## src/rtl/ahbl_pkg.sv

```systemverilog
// Shared AHB-Lite definitions: transfer types, response codes and the
// decode-error FSM state encoding.
package ahbl_pkg;

    localparam logic [1:0] HTRANS_IDLE   = 2'b00;
    localparam logic [1:0] HTRANS_BUSY   = 2'b01;
    localparam logic [1:0] HTRANS_NONSEQ = 2'b10;
    localparam logic [1:0] HTRANS_SEQ    = 2'b11;

    localparam logic HRESP_OKAY  = 1'b0;
    localparam logic HRESP_ERROR = 1'b1;

    // Decode-error response: ERR1 is the wait cycle, ERR2 the final error cycle.
    typedef enum logic [1:0] {
        ST_IDLE = 2'b00,
        ST_ERR1 = 2'b01,
        ST_ERR2 = 2'b10
    } err_state_t;

endpackage

```

## src/rtl/ahbl_default_slave.sv

```systemverilog
// Default slave for unmapped addresses: answers an accepted unmapped
// transfer with the two-cycle AHB ERROR response. Only instantiated when
// AHBL_SPLITTER_DECERR_EN is defined.
module ahbl_default_slave
    import ahbl_pkg::*;
(
    input  logic clk,
    input  logic rst_n,
    input  logic i_hready,
    input  logic i_unmapped,
    output logic o_hready_resp,
    output logic o_hresp,
    output logic o_active
);

    err_state_t r_state;
    err_state_t w_state_next;

    // State register, cleared asynchronously
    always_ff @(posedge clk or negedge rst_n) begin
        if (!rst_n) begin
            r_state <= ST_IDLE;
        end else begin
            r_state <= w_state_next;
        end
    end

    // Next state and response outputs
    always_comb begin
        w_state_next  = r_state;
        o_hready_resp = 1'b1;
        o_hresp       = HRESP_OKAY;
        case (r_state)
            ST_IDLE: begin
                if (i_hready && i_unmapped) begin
                    w_state_next = ST_ERR1;
                end
            end
            ST_ERR1: begin
                o_hready_resp = 1'b0;
                o_hresp       = HRESP_ERROR;
                w_state_next  = ST_ERR2;
            end
            ST_ERR2: begin
                o_hready_resp = 1'b1;
                o_hresp       = HRESP_ERROR;
                // A new unmapped transfer accepted here restarts the error pair
                if (i_hready) begin
                    w_state_next = i_unmapped ? ST_ERR1 : ST_IDLE;
                end
            end
            default: begin
                w_state_next = ST_IDLE;
            end
        endcase
    end

    assign o_active = (r_state != ST_IDLE);

endmodule

```

## src/rtl/onehot_mux.sv

```systemverilog
// AND-OR multiplexer with a one-hot select; an all-zero select yields zero.
module onehot_mux #(
    parameter int N = 2,
    parameter int W = 32
) (
    input  logic [N-1:0]   i_sel,
    input  logic [N*W-1:0] i_data,
    output logic [W-1:0]   o_data
);

    logic [W-1:0] w_terms [N];

    genvar gi;
    generate
        for (gi = 0; gi < N; gi++) begin : g_term
            assign w_terms[gi] = i_data[gi*W +: W] & {W{i_sel[gi]}};
        end
    endgenerate

    // OR together the gated inputs
    always_comb begin
        o_data = '0;
        for (int i = 0; i < N; i++) begin
            o_data = o_data | w_terms[i];
        end
    end

endmodule

```

## src/rtl/ahbl_splitter.sv

```systemverilog
// 1:N AHB-Lite splitter. Decodes the upstream address combinationally,
// steers HTRANS to the selected slave, broadcasts all other fields, and
// routes the response back through a registered data-phase select.
// Optional macro AHBL_SPLITTER_DECERR_EN: unmapped transfers receive a
// two-cycle ERROR response; without it they complete as OKAY with zero data.
module ahbl_splitter
    import ahbl_pkg::*;
#(
    parameter int                          N_PORTS   = 2,
    parameter int                          W_ADDR    = 32,
    parameter int                          W_DATA    = 32,
    parameter logic [N_PORTS*W_ADDR-1:0]   ADDR_MAP  = {N_PORTS{{W_ADDR{1'b0}}}},
    parameter logic [N_PORTS*W_ADDR-1:0]   ADDR_MASK = {N_PORTS{{W_ADDR{1'b0}}}}
) (
    input  logic                          clk,
    input  logic                          rst_n,
    input  logic                          src_hready,
    output logic                          src_hready_resp,
    output logic                          src_hresp,
    input  logic [W_ADDR-1:0]             src_haddr,
    input  logic                          src_hwrite,
    input  logic [1:0]                    src_htrans,
    input  logic [2:0]                    src_hsize,
    input  logic [2:0]                    src_hburst,
    input  logic [3:0]                    src_hprot,
    input  logic                          src_hmastlock,
    input  logic [W_DATA-1:0]             src_hwdata,
    output logic [W_DATA-1:0]             src_hrdata,
    input  logic                          src_hexcl,
    input  logic [7:0]                    src_hmaster,
    output logic                          src_hexokay,
    output logic [N_PORTS-1:0]            dst_hready,
    input  logic [N_PORTS-1:0]            dst_hready_resp,
    input  logic [N_PORTS-1:0]            dst_hresp,
    output logic [N_PORTS*W_ADDR-1:0]     dst_haddr,
    output logic [N_PORTS-1:0]            dst_hwrite,
    output logic [N_PORTS*2-1:0]          dst_htrans,
    output logic [N_PORTS*3-1:0]          dst_hsize,
    output logic [N_PORTS*3-1:0]          dst_hburst,
    output logic [N_PORTS*4-1:0]          dst_hprot,
    output logic [N_PORTS-1:0]            dst_hmastlock,
    output logic [N_PORTS*W_DATA-1:0]     dst_hwdata,
    input  logic [N_PORTS*W_DATA-1:0]     dst_hrdata,
    output logic [N_PORTS-1:0]            dst_hexcl,
    output logic [N_PORTS*8-1:0]          dst_hmaster,
    input  logic [N_PORTS-1:0]            dst_hexokay,
    output logic [N_PORTS-1:0]            slave_sel_d
);

    // Response bundle per slave: {hready_resp, hresp, hexokay, hrdata}
    localparam int RW = W_DATA + 3;

    logic [N_PORTS-1:0]    w_hit;
    logic [N_PORTS-1:0]    w_hit_pri;
    logic [N_PORTS-1:0]    w_sel_a;
    logic [N_PORTS-1:0]    r_slave_sel_d;
    logic [N_PORTS*RW-1:0] w_resp_bus;
    logic [RW-1:0]         w_resp_sel;

    genvar gi;

    // Per-port address match and per-port response packing
    generate
        for (gi = 0; gi < N_PORTS; gi++) begin : g_port
            assign w_hit[gi] = ((src_haddr & ADDR_MASK[gi*W_ADDR +: W_ADDR])
                                == ADDR_MAP[gi*W_ADDR +: W_ADDR]);
            assign dst_htrans[gi*2 +: 2] = w_sel_a[gi] ? src_htrans : HTRANS_IDLE;
            assign w_resp_bus[gi*RW +: RW] = {dst_hready_resp[gi], dst_hresp[gi],
                                              dst_hexokay[gi],
                                              dst_hrdata[gi*W_DATA +: W_DATA]};
        end
    endgenerate

    // Overlapping regions resolve to the lowest-numbered port
    always_comb begin
        w_hit_pri = '0;
        for (int i = N_PORTS - 1; i >= 0; i--) begin
            if (w_hit[i]) begin
                w_hit_pri    = '0;
                w_hit_pri[i] = 1'b1;
            end
        end
    end

    // IDLE and BUSY never select a slave
    assign w_sel_a = w_hit_pri & {N_PORTS{src_htrans[1]}};

    // Address-phase fields go to every slave; only HTRANS is steered
    assign dst_hready    = {N_PORTS{src_hready}};
    assign dst_haddr     = {N_PORTS{src_haddr}};
    assign dst_hwrite    = {N_PORTS{src_hwrite}};
    assign dst_hsize     = {N_PORTS{src_hsize}};
    assign dst_hburst    = {N_PORTS{src_hburst}};
    assign dst_hprot     = {N_PORTS{src_hprot}};
    assign dst_hmastlock = {N_PORTS{src_hmastlock}};
    assign dst_hwdata    = {N_PORTS{src_hwdata}};
    assign dst_hexcl     = {N_PORTS{src_hexcl}};
    assign dst_hmaster   = {N_PORTS{src_hmaster}};

    // Data-phase select advances only when the bus accepts the address phase
    always_ff @(posedge clk or negedge rst_n) begin
        if (!rst_n) begin
            r_slave_sel_d <= '0;
        end else if (src_hready) begin
            r_slave_sel_d <= w_sel_a;
        end
    end

    assign slave_sel_d = r_slave_sel_d;

    onehot_mux #(
        .N (N_PORTS),
        .W (RW)
    ) u_resp_mux (
        .i_sel  (r_slave_sel_d),
        .i_data (w_resp_bus),
        .o_data (w_resp_sel)
    );

`ifdef AHBL_SPLITTER_DECERR_EN
    logic w_unmapped;
    logic w_err_hready_resp;
    logic w_err_hresp;
    logic w_err_active;

    assign w_unmapped = src_htrans[1] & ~(|w_hit);

    ahbl_default_slave u_default_slave (
        .clk           (clk),
        .rst_n         (rst_n),
        .i_hready      (src_hready),
        .i_unmapped    (w_unmapped),
        .o_hready_resp (w_err_hready_resp),
        .o_hresp       (w_err_hresp),
        .o_active      (w_err_active)
    );
`endif

    // Upstream response: selected slave, else an idle OKAY; an error in progress overrides
    always_comb begin
        src_hready_resp = 1'b1;
        src_hresp       = HRESP_OKAY;
        src_hexokay     = 1'b0;
        src_hrdata      = '0;
        if (|r_slave_sel_d) begin
            {src_hready_resp, src_hresp, src_hexokay, src_hrdata} = w_resp_sel;
        end
`ifdef AHBL_SPLITTER_DECERR_EN
        if (w_err_active) begin
            src_hready_resp = w_err_hready_resp;
            src_hresp       = w_err_hresp;
            src_hexokay     = 1'b0;
            src_hrdata      = '0;
        end
`endif
    end

endmodule

```

## config.mk

```make
export PLATFORM = sky130hd
export DESIGN_NAME = ahbl_splitter
export DESIGN_NICKNAME = d
export VERILOG_FILES = /design/src/rtl/ahbl_pkg.sv /design/src/rtl/ahbl_default_slave.sv /design/src/rtl/onehot_mux.sv /design/src/rtl/ahbl_splitter.sv
export SDC_FILE = /design/constraint.sdc
export NUM_CORES = 1
export LEC_CHECK = 0
export CORE_AREA = 2 2 144 146
export DETAILED_ROUTE_END_ITERATION = 16
export DIE_AREA = 0 0 146 148
export PLACE_DENSITY_LB_ADDON = 0.12
export SETUP_SLACK_MARGIN = 0.2
export SLEW_MARGIN = 20
export SYNTH_ARGS = -nofsm -noshare
export SYNTH_HDL_FRONTEND = slang
export SYNTH_SLANG_ARGS = --single-unit
```

## constraint.sdc

```tcl
create_clock -name clk -period 0.9 [get_ports clk]
set_input_delay 0.18 -clock clk [delete_from_list [all_inputs] [get_ports clk]]
set_output_delay 0.18 -clock clk [all_outputs]
set_load 0.005 [all_outputs]
```

Yosys cells after proc, flatten, opt, wreduce, memory -nomap -nowiden:

Cells that the tools add are included.

* flip-flop bits (word level): 1
* logic and storage cells: 7

* multiplexer cells: 5
* bitwise operators: 1

Operators by type and width (count)
* $and 35x35->35: 1
* $mux 32: 1
* $mux 1: 3
* $mux 2: 1

Logic depth before layout (Yosys ltp):

Gate-level depths: netlist of run 1.

* depth after elaboration: 2
* depth in mapped cells: 2

Cells and area by module:

From an unflattened synthesis of run 1, not the netlist that was laid out.

* cells, all modules: 261
* area total of the unflattened synthesis: 2048.2 µm²

By module, submodules not included
* ahbl_splitter: times used 1, area each 1645.3 µm², cells each 218
* onehot_mux: times used 1, area each 402.9 µm², cells each 43

Worst setup path before layout of run 1:

No wires, ideal clock.

* kind: register to output
* from: register r_slave_sel_d[0] (netlist: slave_sel_d[0])
* to: output src_hexokay
* setup slack: -0.039 ns
* arrival: 0.759 ns
* stages on the path, launching flop included: 3
* path buffers: 1
* data required time: 0.720 ns
* cell sequence: dfrtp_1 -> clkbuf_2 -> and2_2

* word-level cells in the longest chain between the ends: 2

RTL lines
* from (decl): line ahbl_splitter.sv:56 `logic [N_PORTS-1:0] r_slave_sel_d;`
* from (signal assigned): line ahbl_splitter.sv:105 `r_slave_sel_d <= w_sel_a;`
* $and 35x35->35: line onehot_mux.sv:16 `assign w_terms[gi] = i_data[gi*W +: W] & {W{i_sel[gi]}};`
* $mux 1 (*): line ahbl_splitter.sv:145 `if (|r_slave_sel_d) begin`
* to (decl): line ahbl_splitter.sv:31 `output logic src_hexokay,`

Every way passes the cells marked *; elsewhere a longest branch is shown, timed or not.

Worst setup path after layout of run 1:

* from: register r_slave_sel_d[0] (netlist: slave_sel_d[0])
* to: output src_hrdata[6]

* word-level cells in the longest chain between the ends: 2

RTL lines
* $and 35x35->35: line onehot_mux.sv:16
* $mux 32 (*): line ahbl_splitter.sv:145
* to (decl): line ahbl_splitter.sv:28 `output logic [W_DATA-1:0] src_hrdata,`

Marked as above.

==> results of run 1 <==
## synthesized netlist by cell type
| cell | n |
|---|---|
| or2b_1 | 1 |
| and2_1 | 1 |
| mux2_2 | 1 |
| clkbuf_2 | 3 |
| dfrtp_1 | 1 |
| conb_1 | 1 |
| buf_4 | 176 |
| and2_2 | 34 |
## path summary, 6_finish.rpt
path / from / endpoint / slack, ns / cells after the start
max: slave_sel_d[0]$_DFFE_PN0P_ / src_hrdata[6] / -0.23 / 4
min: rst_n / slave_sel_d[0]$_DFFE_PN0P_ / 0.33 / 1
max reg2reg: slave_sel_d[0]$_DFFE_PN0P_ / slave_sel_d[0]$_DFFE_PN0P_ / -0.21 / 3
min reg2reg: slave_sel_d[0]$_DFFE_PN0P_ / slave_sel_d[0]$_DFFE_PN0P_ / 0.85 / 3
max in group asynchronous: rst_n / slave_sel_d[0]$_DFFE_PN0P_ / 0.45 / 1
min in group clk: src_haddr[24] / dst_haddr[56] / 0.36 / 0
## routing by layer
layer  wire (microns)  track usage, %
met1              764            1.71
met2             1410            3.61
met3              857            2.62
met4              467            3.83
met5                0               0
## power breakdown
part           switching (uW)  internal (uW)    leakage, uW
clock                       0       0.000148  0.00000000634
sequential               12.2           51.2      0.0000107
combinational             219            558       0.000658
total                     231            610       0.000668
## logic make-up after synthesis
kind of cell	Yosys count	synth area share, %
buffers and inverters	179	81.2
muxes	1	0.684
other	1	0.228
and+or+nand+nor	36	16.3
DFF	1	1.52
## stage by stage
| step | instance area (sq um) | util, % |
|---|---|---|
| after floorplan | 1720 | - |
| after global placement | 1540 | 7.68 |
| after detailed placement | 1540 | 7.68 |
| after CTS | 1550 | 7.74 |
| after global routing | 1590 | 7.95 |
| final | 1590 | 7.95 |
## final cells by class
type	count	area, sq um	share of cell area [%]
diodes	1	2.50	0.157
flip-flops and latches	1	26.3	1.65
multi-input cells	40	334	21.0
well taps	270	338	21.2
repair buffers	88	892	56.0
## repair_timing
item	in CTS	in global routing
resized for setup	227	8
pin swaps	5	5
setup endpoints to repair	41	38
cloned	0	1
setup buffers	4	0
## cell usage in the layout (no fill, tap or decap)
cell type         n
and2_2            2
and2_4           33
buf_12            2
buf_2             5
buf_4             3
buf_6            39
clkbuf_16         1
clkbuf_2          2
clkdlybuf4s50_1  12
conb_1            3
dfrtp_2           1
diode_2           1
dlygate4sd2_1    24
mux2_2            1
or2b_1            1
==> results_dict.tcl, run 1 <==
set metrics [dict create \
    status "finished, violations left" \
    violations "negative setup slack" \
    final_layout_size_suffix_gt1_share_pct 69.0 \
    cp_cell_sequence "buf_12 > buf_6 > and2_4 > buf_6" \
    largest_reg_flops 1 \
    dp_cells 394 \
    drt_pass1_iterations 2 \
    gr-total-overflow 0 \
    antenna_found_initial 1 \
    nFillCells 2421 \
    wl_per_cell_microns 8.75 \
    hold_class "input port to async pin" \
    dp_hpwl_mm 2.92 \
    yosys.area.top_type "buf_4" \
    power_density_mw_per_mm2 528 \
    rows 52 \
    fp.dieArea_sq_mm 0.0216 \
    via_per_inst 1.86 \
    layout.nets 291 \
    synth_area_leaders "buf_4 80%, and2_2 16%, dfrtp_1 1.5%, clkbuf_2 0.91%, mux2_2 0.68%" \
    grt_use_total_pct 2.66 \
    critPathCaptureType "output pin" \
    p_total_uw 840 \
    drv_cap 0 \
    rsz0062_at_grt "yes" \
    timing.final.ws_setup_ns -0.233 \
    startpoint_type "flip-flop" \
    clk_pin_slew_ns 0 \
    cp_slowest_cell "dfrtp_2" \
    syn_area_sq_mm 0.00165 \
    synthCells 218 \
    finalSetupTns_ns -6.04 \
    finalWirelength_mm 3.50 \
    areaGrowthSynthToFinish_pct -3.19 \
    slowest_delay_ns 0.45 \
    finalCritPeriodShare_pct 126 \
    cp_num_buf_inv 3 \
    die_w_microns 146 \
    synth-seq-area-share_pct 1.52 \
    fmax_ghz 0.883 \
    grt_pass1_vias 853 \
    cp_data_arrival_time_ns 0.95 \
    ys.warnings.count 0 \
    syn_area_per_cell_sq_um 7.55 \
    critPathTopFamily "flip-flops" \
    cp_max_fo 6 \
    gp_congestion 0.584 \
    synthDominantCellAreaShare_pct 80.3 \
    io_buffer_count 79 \
    finalHoldViolCount 0 \
    peakVddDrop_mv 0.139 \
    start_util_pct 8.21 \
    synth_cell_types 8 \
    crit_type "flip-flop to output pin" \
    final.setup_skew_ns 0 \
    drtAntennaViolNets 0 \
    drc 0 \
    first_iter_violations 10 \
    finalCriticalPeriod_ns 1.13 \
    fin_cells 400 \
    dp_slack_ns -0.592 \
    setup_viol 37 \
    timing.final.max_slew_violations 0 \
    whs_ns 0.334 \
    io_pins 373 \
    die_h_microns 148 \
    ys_seq_elements 1 \
    crit_top_cell "buf_6" \
    p_leak_uw 0.000668 \
    grt_first_pass_wirelength_mm 4.61 \
    critPathRequiredTime_ns 0.72 \
    core_sq_mm 0.0200 \
    dr_total_vias 742 \
    cts_hold_buf 0 \
    grt_max_degree 21 \
    clk_latency_ns 0 \
]
No activity file was read; power rests on OpenSTA's default activity.
==> inputs of run 2 (changes only) <==
- TNS_END_PERCENT: not set -> 30
==> run 2 against run 1 <==
Effect of this change:
- the flow still finishes with violations (negative setup slack)
- cell area increased by 6.2%
- combinational power grew 18%
- total power up 16%
- largest cell class unchanged
- sequential share of layout area fell by 0.096 points
- worst setup slack lost 0.094 ns
- routed wire length increased by 8.6%
- first-iteration DRC count fell by 60%
- die area is the same
- register-to-register slack improved by 0.02 ns
- flip-flop and latch count is the same
==> results_dict.tcl, run 2 (synthesized netlist as in run 1, its figures left out) <==
set metrics [dict create \
    status "finished, violations left" \
    violations "negative setup slack" \
    cp_num_buf_inv 4 \
    critPathTopFamily "buffers and inverters" \
    io_buffer_count 79 \
    clk_latency_ns 0 \
    areaGrowthSynthToFinish_pct 2.81 \
    rsz0062_at_grt "yes" \
    peakVddDrop_mv 0.228 \
    largest_reg_flops 1 \
    critPathCaptureType "output pin" \
    final_layout_size_suffix_gt1_share_pct 69.2 \
    hold_class "input port to async pin" \
    crit_top_cell "buf_6" \
    start_util_pct 8.21 \
    grt_first_pass_wirelength_mm 5.22 \
    multi_input_area_sq_um 337 \
    gr-total-overflow 0 \
    cp_slowest_cell "dfrtp_2" \
    fmax_ghz 0.815 \
    cp_data_arrival_time_ns 1.05 \
    final.setup_skew_ns 0 \
    finalCritPeriodShare_pct 136 \
    slowest_delay_ns 0.43 \
    dr_total_vias 733 \
    timing.final.max_slew_violations 0 \
    via_per_inst 1.82 \
    drt_pass1_iterations 2 \
    io_pins 373 \
    mostFrequentLayoutCells "35 x and2_4, 35 x clkdlybuf4s50_1, 34 x buf_6" \
    rows 52 \
    dp_slack_ns -0.578 \
    grt_pass1_vias 862 \
    drtAntennaViolNets 0 \
    rrSetupSlack_ns -0.19 \
    cp_max_fo 6 \
    layout.nets 295 \
    power_density_mw_per_mm2 577 \
    gp_congestion 0.617 \
    cp_cell_sequence "buf_12 > buf_8 > buf_6 > and2_4 > buf_6" \
    grt_max_degree 7 \
    dp_hpwl_mm 3.02 \
    clk_pin_slew_ns 0 \
    drv_cap 0 \
    setup_viol 37 \
    placed_area_sq_mm 0.00154 \
    diodes 0 \
    p_leak_uw 0.000675 \
    core_sq_mm 0.0200 \
    crit_type "flip-flop to output pin" \
    first_iter_violations 4 \
    design_area_sq_mm 0.00169 \
    finalWirelength_mm 3.80 \
    nFillCells 2396 \
    drc 0 \
    critPathRequiredTime_ns 0.72 \
    finalCriticalPeriod_ns 1.23 \
    antenna_found_initial 0 \
    die_w_microns 146 \
    regArea_sq_um 26.3 \
    fp.dieArea_sq_mm 0.0216 \
    grt_use_total_pct 3.11 \
    timing.final.ws_setup_ns -0.327 \
    finalHoldViolCount 0 \
    startpoint_type "flip-flop" \
    wl_per_cell_microns 9.43 \
    die_h_microns 148 \
]
## run 2: changes by cell type in the layout (fill, tap and decap cells not counted), moves of 2 or more
| cell | delta |
|---|---|
| clkdlybuf4s50_1 | +23 |
| dlygate4sd2_1 | -23 |
| clkbuf_2 | +6 |
| buf_6 | -5 |
| buf_16 | +3 |
| and2_2 | -2 |
| and2_4 | +2 |
| buf_2 | -2 |
## run 2: area by class of cell
| class | instances | share of cell area, % |
|---|---|---|
| timing repair buffer | 92 | 58.6 |
| tap | 270 | 20.0 |
| multi-input combinational | 40 | 19.9 |
| sequential | 1 | 1.55 |
## run 2: repair_timing
| action | CTS | global route |
|---|---|---|
| hold buffers | 0 | 0 |
| setup buffers | 6 | 0 |
| pin swaps | 1 | 2 |
| endpoints found under the setup margin | 41 | 38 |
| gates cloned | 3 | 0 |
| endpoints found under the hold margin | 0 | 0 |
| resized for setup | 190 | 15 |
## run 2: where the power goes
| group | internal [uW] | switching, uW |
|---|---|---|
| registers | 51.3 | 9.60 |
| logic | 664 | 252 |
| clock network | 0 | 0 |
| total | 715 | 262 |
## run 2: per-stage QoR
stage | setup TNS, ns | hold WS (ns) | util [%] | cells | total power (uW)
5_1_grt | -9.32 | 0.349 | 8.44 | 403 | 1050
4_1_cts | -9.62 | 0.349 | 8.52 | 403 | 999
6_report | -8.32 | 0.340 | 8.44 | 403 | 977
2_1_floorplan | -0.425 | -0.116 | - | 220 | 942
3_5_place_dp | -21.85 | 0.349 | 7.68 | 394 | 815
3_3_place_gp | -22.28 | 0.348 | 7.68 | 394 | 833
## run 2: per-layer routing
metal	up-vias	track usage (%)	part of all wire [%]
met4	0	3.30	9.6
met3	48	1.42	15
li1	305	-	-
met2	92	5.52	51
met5	-	0	0
met1	288	2.42	25
## run 2: final timing paths
check / startpoint / endpoint / cells after the start
worst max-delay path: slave_sel_d[0]$_DFFE_PN0P_ / src_hrdata[2] / 5
worst min-delay path: rst_n / slave_sel_d[0]$_DFFE_PN0P_ / 1
worst max register to register: slave_sel_d[0]$_DFFE_PN0P_ / slave_sel_d[0]$_DFFE_PN0P_ / 3
worst min register to register: slave_sel_d[0]$_DFFE_PN0P_ / slave_sel_d[0]$_DFFE_PN0P_ / 3
max in group asynchronous: rst_n / slave_sel_d[0]$_DFFE_PN0P_ / 1
min in group clk: src_hsize[2] / dst_hsize[2] / 0
## run 2: worst register-to-register path, cell delays in order (launching register included)
cell and delay [ns]:
dfrtp_2 0.43, buf_6 0.16, buf_16 0.13, mux2_2 0.25
